### config.mk
export PLATFORM = sky130hd
export DESIGN_NAME = div4_seq
export DESIGN_NICKNAME = d
export VERILOG_FILES = /design/src/rtl/div4_seq.sv
export SDC_FILE = /design/constraint.sdc
export NUM_CORES = 1
export LEC_CHECK = 0
export ABC_AREA = 1
export CAP_MARGIN = 5
export CORE_ASPECT_RATIO = 1.4
export CORE_MARGIN = 2
export CORE_UTILIZATION = 50
export CTS_BUF_LIST = sky130_fd_sc_hd__clkbuf_2 sky130_fd_sc_hd__clkbuf_4 sky130_fd_sc_hd__clkbuf_8
export DETAILED_ROUTE_END_ITERATION = 10
export GPL_TIMING_DRIVEN = 0
export HOLD_SLACK_MARGIN = 0.12
export MAX_ROUTING_LAYER = met4
export PLACE_DENSITY_LB_ADDON = 0.05
export SLEW_MARGIN = 20
export SYNTH_ARGS = -nofsm -noshare
export SYNTH_HDL_FRONTEND = slang
export SYNTH_SLANG_ARGS = --single-unit
### constraint.sdc
create_clock -name clk -period 2 [get_ports clk]
set_input_delay 0.3 -clock clk [delete_from_list [all_inputs] [get_ports clk]]
set_output_delay 0.3 -clock clk [all_outputs]
set_load 0.005 [all_outputs]
### src/rtl/div4_seq.sv
// Sequential 4-bit unsigned restoring divider with a start/done handshake.
// Computes one quotient bit per clock, MSB first; B==0 short-circuits to FIN.
module div4_seq (
  input  logic       clk,
  input  logic       reset,
  input  logic       start,
  input  logic [3:0] A,
  input  logic [3:0] B,
  output logic       busy,
  output logic       done,
  output logic [3:0] Q,
  output logic [3:0] R,
  output logic       DivZero
);

  typedef enum logic [1:0] {IDLE, CALC, FIN} state_t;

  state_t     state_q, state_d;
  logic [1:0] cnt_q, cnt_d;
  logic [3:0] dvd_q, dvd_d;
  logic [3:0] dvs_q, dvs_d;
  logic [3:0] rem_q, rem_d;
  logic [3:0] quo_q, quo_d;
  logic [3:0] q_q, q_d;
  logic [3:0] r_q, r_d;
  logic       dz_q, dz_d;
  logic       busy_q, done_q;

  // Datapath for the current iteration: bit index i = 3 - counter.
  logic [1:0] bit_idx;
  logic [3:0] rem_sh;
  logic [4:0] diff;
  logic       qbit;
  logic [3:0] rem_nx;
  logic [3:0] quo_nx;

  always_comb begin
    bit_idx = 2'd3 - cnt_q;
    rem_sh  = {rem_q[2:0], dvd_q[bit_idx]};
    diff    = {1'b0, rem_sh} - {1'b0, dvs_q};
    qbit    = ~diff[4];
    rem_nx  = qbit ? diff[3:0] : rem_sh;
    quo_nx  = quo_q;
    quo_nx[bit_idx] = qbit;
  end

  always_comb begin
    state_d = state_q;
    cnt_d   = cnt_q;
    dvd_d   = dvd_q;
    dvs_d   = dvs_q;
    rem_d   = rem_q;
    quo_d   = quo_q;
    q_d     = q_q;
    r_d     = r_q;
    dz_d    = dz_q;
    case (state_q)
      IDLE: begin
        if (start) begin
          dvd_d = A;
          dvs_d = B;
          rem_d = 4'd0;
          quo_d = 4'd0;
          cnt_d = 2'd0;
          if (B == 4'd0) begin
            state_d = FIN;
            q_d     = 4'hF;
            r_d     = A;
            dz_d    = 1'b1;
          end else begin
            state_d = CALC;
          end
        end
      end
      CALC: begin
        rem_d = rem_nx;
        quo_d = quo_nx;
        cnt_d = cnt_q + 2'd1;
        if (cnt_q == 2'd3) begin
          state_d = FIN;
          q_d     = quo_nx;
          r_d     = rem_nx;
          dz_d    = 1'b0;
        end
      end
      FIN:     state_d = IDLE;
      default: state_d = IDLE;
    endcase
  end

  // busy/done are registered from the next state so outputs stay flop-driven.
  always_ff @(posedge clk or posedge reset) begin
    if (reset) begin
      state_q <= IDLE;
      cnt_q   <= 2'd0;
      dvd_q   <= 4'd0;
      dvs_q   <= 4'd0;
      rem_q   <= 4'd0;
      quo_q   <= 4'd0;
      q_q     <= 4'd0;
      r_q     <= 4'd0;
      dz_q    <= 1'b0;
      busy_q  <= 1'b0;
      done_q  <= 1'b0;
    end else begin
      state_q <= state_d;
      cnt_q   <= cnt_d;
      dvd_q   <= dvd_d;
      dvs_q   <= dvs_d;
      rem_q   <= rem_d;
      quo_q   <= quo_d;
      q_q     <= q_d;
      r_q     <= r_d;
      dz_q    <= dz_d;
      busy_q  <= (state_d != IDLE);
      done_q  <= (state_d == FIN);
    end
  end

  assign busy    = busy_q;
  assign done    = done_q;
  assign Q       = q_q;
  assign R       = r_q;
  assign DivZero = dz_q;

endmodule
# Word-level counts from Yosys, hierarchy flattened
# Index checks and enable logic that the tools add are counted.
# classes
n_addsub	3
magnitude_cmp	2
n_eq_ne	6
muxes	27
bitwise	1
reduce_logical	8
# op_table
operator	n
2-to-1 mux 4 bit	8
one-hot mux 4 bit (2 select lines)	3
2-to-1 mux 2 bit	4
one-hot mux 2 bit (2 select lines)	2
inequality test 2 bit (second input constant)	3
one-hot mux 3 bit (2 select lines)	1
2-to-1 mux 1 bit	5
subtractor 4 x 4 -> 5 bit	1
bitwise mux 4 bit	1
equality test 2 bit (second input constant)	2
zero test 4 bit	1
AND reduction 2 bit	2
AND reduction 4 bit	1
nonzero test 2 bit	2
less-than comparator 2 x 3 -> 1 bit (second input constant)	1
adder 2 x 1 -> 2 bit (second input constant)	1
binary-select mux 1 bit (select 2 bit)	1
demux 1 bit (select 2 bit)	1
equality test 2 x 1 -> 1 bit (second input constant)	1
>= comparator 2 x 1 -> 1 bit (second input constant)	1
zero test 2 bit	1
one-hot mux 1 bit (2 select lines)	1
subtractor 2 bit (first input constant)	1
logical AND 1 bit	1
NOT 1 bit	1
# word_totals
ff_bits	30
inputBits	11
elab_cells	58

# Depth between registers and ports, before layout
# depth
word_depth	8
ltp_mapped	13

# Worst setup path after synthesis
# Ideal clock, no wire load.
# synth_path
path_kind	reg2reg
startpoint	reg cnt_q[0]
endpoint	reg r_q[0] (netlist: R[0])
setup_ns	0.117
arrival_time_ns	1.812
t_required_ns	1.883
setup_slack_ns	0.070
stages_incl_launch_ff	13
path_buffers	0
period_less_slack_ns	1.930
path_cell_list	dfrtp_1 inv_1 nand2_1 nand3_1 nand2_1 ha_1 fa_1 inv_1 nand3_1 nand2_2 a21oi_1 nand3_1 nand2_1
# synth_between
elab_chain_len	7
elab_cells_between_ends	10
# synth_rtl
element	line_no	rtl
start: declaration	19	logic [1:0] cnt_q, cnt_d;
start signal: assignment	107	cnt_q <= cnt_d;
subtractor 2 bit	38	bit_idx = 2'd3 - cnt_q;
binary-select mux 1 bit (select 2 bit)	39	rem_sh = {rem_q[2:0], dvd_q[bit_idx]};
2-to-1 mux 1 bit (implied by the code)	39	
subtractor 4 x 4 -> 5 bit	40	diff = {1'b0, rem_sh} - {1'b0, dvs_q};
2-to-1 mux 4 bit	42	rem_nx = qbit ? diff[3:0] : rem_sh;
2-to-1 mux 4 bit	79	if (cnt_q == 2'd3) begin
one-hot mux 4 bit (2 select lines)	57	case (state_q)
end signal: assignment	113	r_q <= r_d;
end: declaration	25	logic [3:0] r_q, r_d;
# Several ways; a longest one is shown, not always the timed one. The select of a mux whose other input is x is not followed.
# A chain may end at the register's enable or synchronous reset.

# Worst setup path in the final report
# layout_path
startpoint	reg cnt_q[0]
endpoint	reg quo_q[2]
# layout_between
elab_chain_len	7
elab_cells_between_ends	12
# layout_rtl
element	line_no	rtl
subtractor 2 bit *	38	
binary-select mux 1 bit (select 2 bit) (tied with other cells)	39	
2-to-1 mux 1 bit (implied by the code) / logical AND 1 bit (equally long branches)	39, 44	
subtractor 4 x 4 -> 5 bit / 2-to-1 mux 1 bit (equally long branches)	40, 44	
NOT 1 bit / demux 1 bit (select 2 bit) (equally long branches)	41, 44	
bitwise mux 4 bit *	44	quo_nx[bit_idx] = qbit;
one-hot mux 4 bit (2 select lines) *	57	
end signal: assignment	111	quo_q <= quo_d;
end: declaration	23	logic [3:0] quo_q, quo_d;
# Every way passes the cells marked *; elsewhere a longest branch is shown, timed or not. The select of a mux whose other input is x is not followed.

==> flow_summary.toml <==
[power]
p_leak_nw = 1.07
finalPower_mw = 3.61
ir_drop_v = 0.000964
power_density_nw_per_um2 = 1770

[timing]
slew_violations = 0
clock_skew_ns = 0.00874
finalCriticalPeriod_ns = 1.92
max_freq_mhz = 520
rsz0062_at_grt = "true"
min_period_over_period_pct = 96.1
tightest_slew_ns = 0.647
setup_viol = 0
hold_violations = 0
relSlewSlack_pct = 56.8
timing.final.ws_setup_ns = 0.0772

[critical_path]
crit_required_ns = 2.20
cp_top_family = "adder cells"
r2r_cells = 11
rr_startpoint = "cnt_q[0]"
slowest_stage = "dfrtp_1"
crit_type = "register to register"
critPathMaxStageDelay_ns = 0.42
critPathMaxFanout = 5
crit_chain = "inv_2, nand2_2, nand3_2, nand2_2, ha_4, fa_2, inv_2, nand3_4, nand2_4, a21oi_1, o21ai_0"
r2r_setup_slack_ns = 0.08
rr_endpoint = "quo_q[2]"
end_kind = "register"
start_kind = "register"
crit_arrival_ns = 2.12
crit_buf_inv = 2

[logic_synthesis]
synth_area_per_cell_um2 = 7.78
netlist_area_um2 = 1560
synth_flop_cell = "dfrtp_1"
ys_seq_area_share_pct = 48.0
ys_top_cells_by_area = "dfrtp_1 48%, nand2_1 18%, inv_1 7.9%"
yosysMostFrequentCell = "nand2_1"
netlist.area_leader.share_pct = 48.0
synthTopCellsByCount = "76 x nand2_1, 33 x inv_1, 30 x dfrtp_1, 11 x o21ai_0, 10 x nand3_1"
yosysUniqueCellTypes = 21
synth_fp_nets = 221
yosys_warnings = 0
yosysTopAreaCell = "dfrtp_1"
synthArstFlopShare_pct = 100
synth_seq_cells = 30
synth_edf_count = 0
synthCells = 201

[finish]
utilization_pct = 66.6
area_delta_synth_final_pct = 30.5
num_antenna_cells = 0
nets = 254
drive_gt1_share_pct = 16.6
fin_cells = 274
fin_area_um2 = 2040

[clocking]
cts-buffers-inserted = 5
h-tree-depth = 2
numClockSinks = 30
cts_tree = "done"
root_buffer = "clkbuf_8"
clock_latency_ns = 0.28
ctsHoldBuffers = 0
clock_path_buffers = 2
clk_pin_slew_ns = 0.07

[global_route]
grt_pass1_wl_mm = 6.32
gr-total-overflow = 0
grt_util_all_layers_pct = 24.2
grt_pass1_vias = 1413
antenna_found_initial = 0
grt_max_degree = 31

[floorplan]
die-area_um2 = 3600
ioPinCount = 22
die_h_um = 70.2
row_count = 24
initial_core_util_pct = 51.1
core_um2 = 3060
die_w_um = 51.3

[drt]
drtPass1Iterations = 4
vias = 1386
drc = 0
wl_mm = 3.81
via_per_inst = 5.06
wl_per_cell_um = 13.9
drtIter0Drc = 56
ant_nets = 0

[place]
placed_area_um2 = 1820
dp_cells = 261
io_buffers = 21
dp_slack_ns = -0.317
dpl.hpwl_mm = 2.63
place_congestion = 0.819

[outcome]
status = "finished, final reports clean"

[job]
cap_violations = 0

[worst_hold_path]
min_path_type = "input port to asynchronous set/reset pin"
-- repair_timing --
action	CTS	global route
buffers inserted	2	2
resized for setup	7	13
pin swaps	1	8
gates cloned	1	0
hold endpoints to repair	0	0
setup endpoints to repair	15	15
-- metrics by stage --
| stage | hold WS [ns] | TNS, ns |
|---|---|---|
| floorplan | 0.391 | 0 |
| global placement | 0.470 | -2.26 |
| detailed placement | 0.466 | -3.51 |
| CTS | 0.439 | 0 |
| global route | 0.475 | -0.0744 |
| finish | 0.420 | 0 |
-- cells by family (layout without fill, tap and decap cells) --
family	Yosys count	after routing	synth area share [%]
buffers and inverters	36	69	8.96
xor gates and xnor gates	1	1	0.560
adders and majority gates	9	9	7.68
DFF	30	30	48.0
AOI/OAI and AO/OA	18	18	6.00
and+or+nand+nor	107	108	28.8
-- per-layer routing --
layer | track usage (%) | up-vias | wire length (um)
met2 | 40.5 | 49 | 1980
met5 | - | - | 0
met4 | 7.02 | 0 | 56
li1 | - | 680 | -
met3 | 5.13 | 7 | 183
met1 | 29.1 | 650 | 1590
-- worst max-delay path by stage --
| stage | from | cells after the start | endpoint |
|---|---|---|---|
| 3_3_place_gp | cnt_q[0] | 11 | quo_q[3] |
| 3_5_place_dp | cnt_q[0] | 11 | quo_q[1] |
| 5_1_grt | cnt_q[0] | 13 | R[1] |
| 6_report | cnt_q[0] | 11 | quo_q[2] |
| 4_1_cts | cnt_q[0] | 11 | quo_q[3] |
| 2_1_floorplan | cnt_q[0] | 12 | R[0] |
-- power breakdown --
| part | switching [mW] | leakage [nW] | internal [mW] |
|---|---|---|---|
| registers | 0.168 | 0.368 | 0.878 |
| logic | 1.15 | 0.653 | 0.790 |
| clock network | 0.249 | 0.0504 | 0.370 |
-- worst register-to-register path, cell delays in order, from the launching register on --
cell and delay [ns]:
dfrtp_1 0.42, inv_2 0.10, nand2_2 0.06, nand3_2 0.07, nand2_2 0.07, ha_4 0.17, fa_2 0.38, inv_2 0.09
nand3_4 0.10, nand2_4 0.12, a21oi_1 0.10, o21ai_0 0.16
-- registers in the layout (all words and copies together) (netlist names) --
name / flops
DivZero: 1
Q: 4
R: 4
busy: 1
cnt_q: 2
done: 1
dvd_q: 4
dvs_q: 4
quo_q: 4
rem_q: 3
state_q: 2
-- area by class of cell --
class | instances | area [um^2]
buffer | 2 | 12.5
clock buffer | 5 | 68.8
clock inverter | 3 | 45.0
fill | 265 | 1020
inverter | 34 | 128
multi-input combinational | 136 | 747
sequential | 30 | 751
tap | 39 | 48.8
timing repair buffer | 25 | 240
-- placed cells by master (no fill, tap or decap), drive strengths merged --
| cell | count |
|---|---|
| nand2 | 81 |
| inv | 34 |
| dfrtp | 30 |
| clkdlybuf4s50 | 21 |
| o21ai | 12 |
| nor2 | 11 |
| nand3 | 10 |
| ha | 8 |
| buf | 6 |
| a21oi | 6 |
| clkbuf | 5 |
| nand4 | 4 |
| clkinvlp | 2 |
| xnor2 | 1 |
| or2 | 1 |
| nand3b | 1 |
| fa | 1 |
| bufinv | 1 |
(Power assumes the default switching activity.)
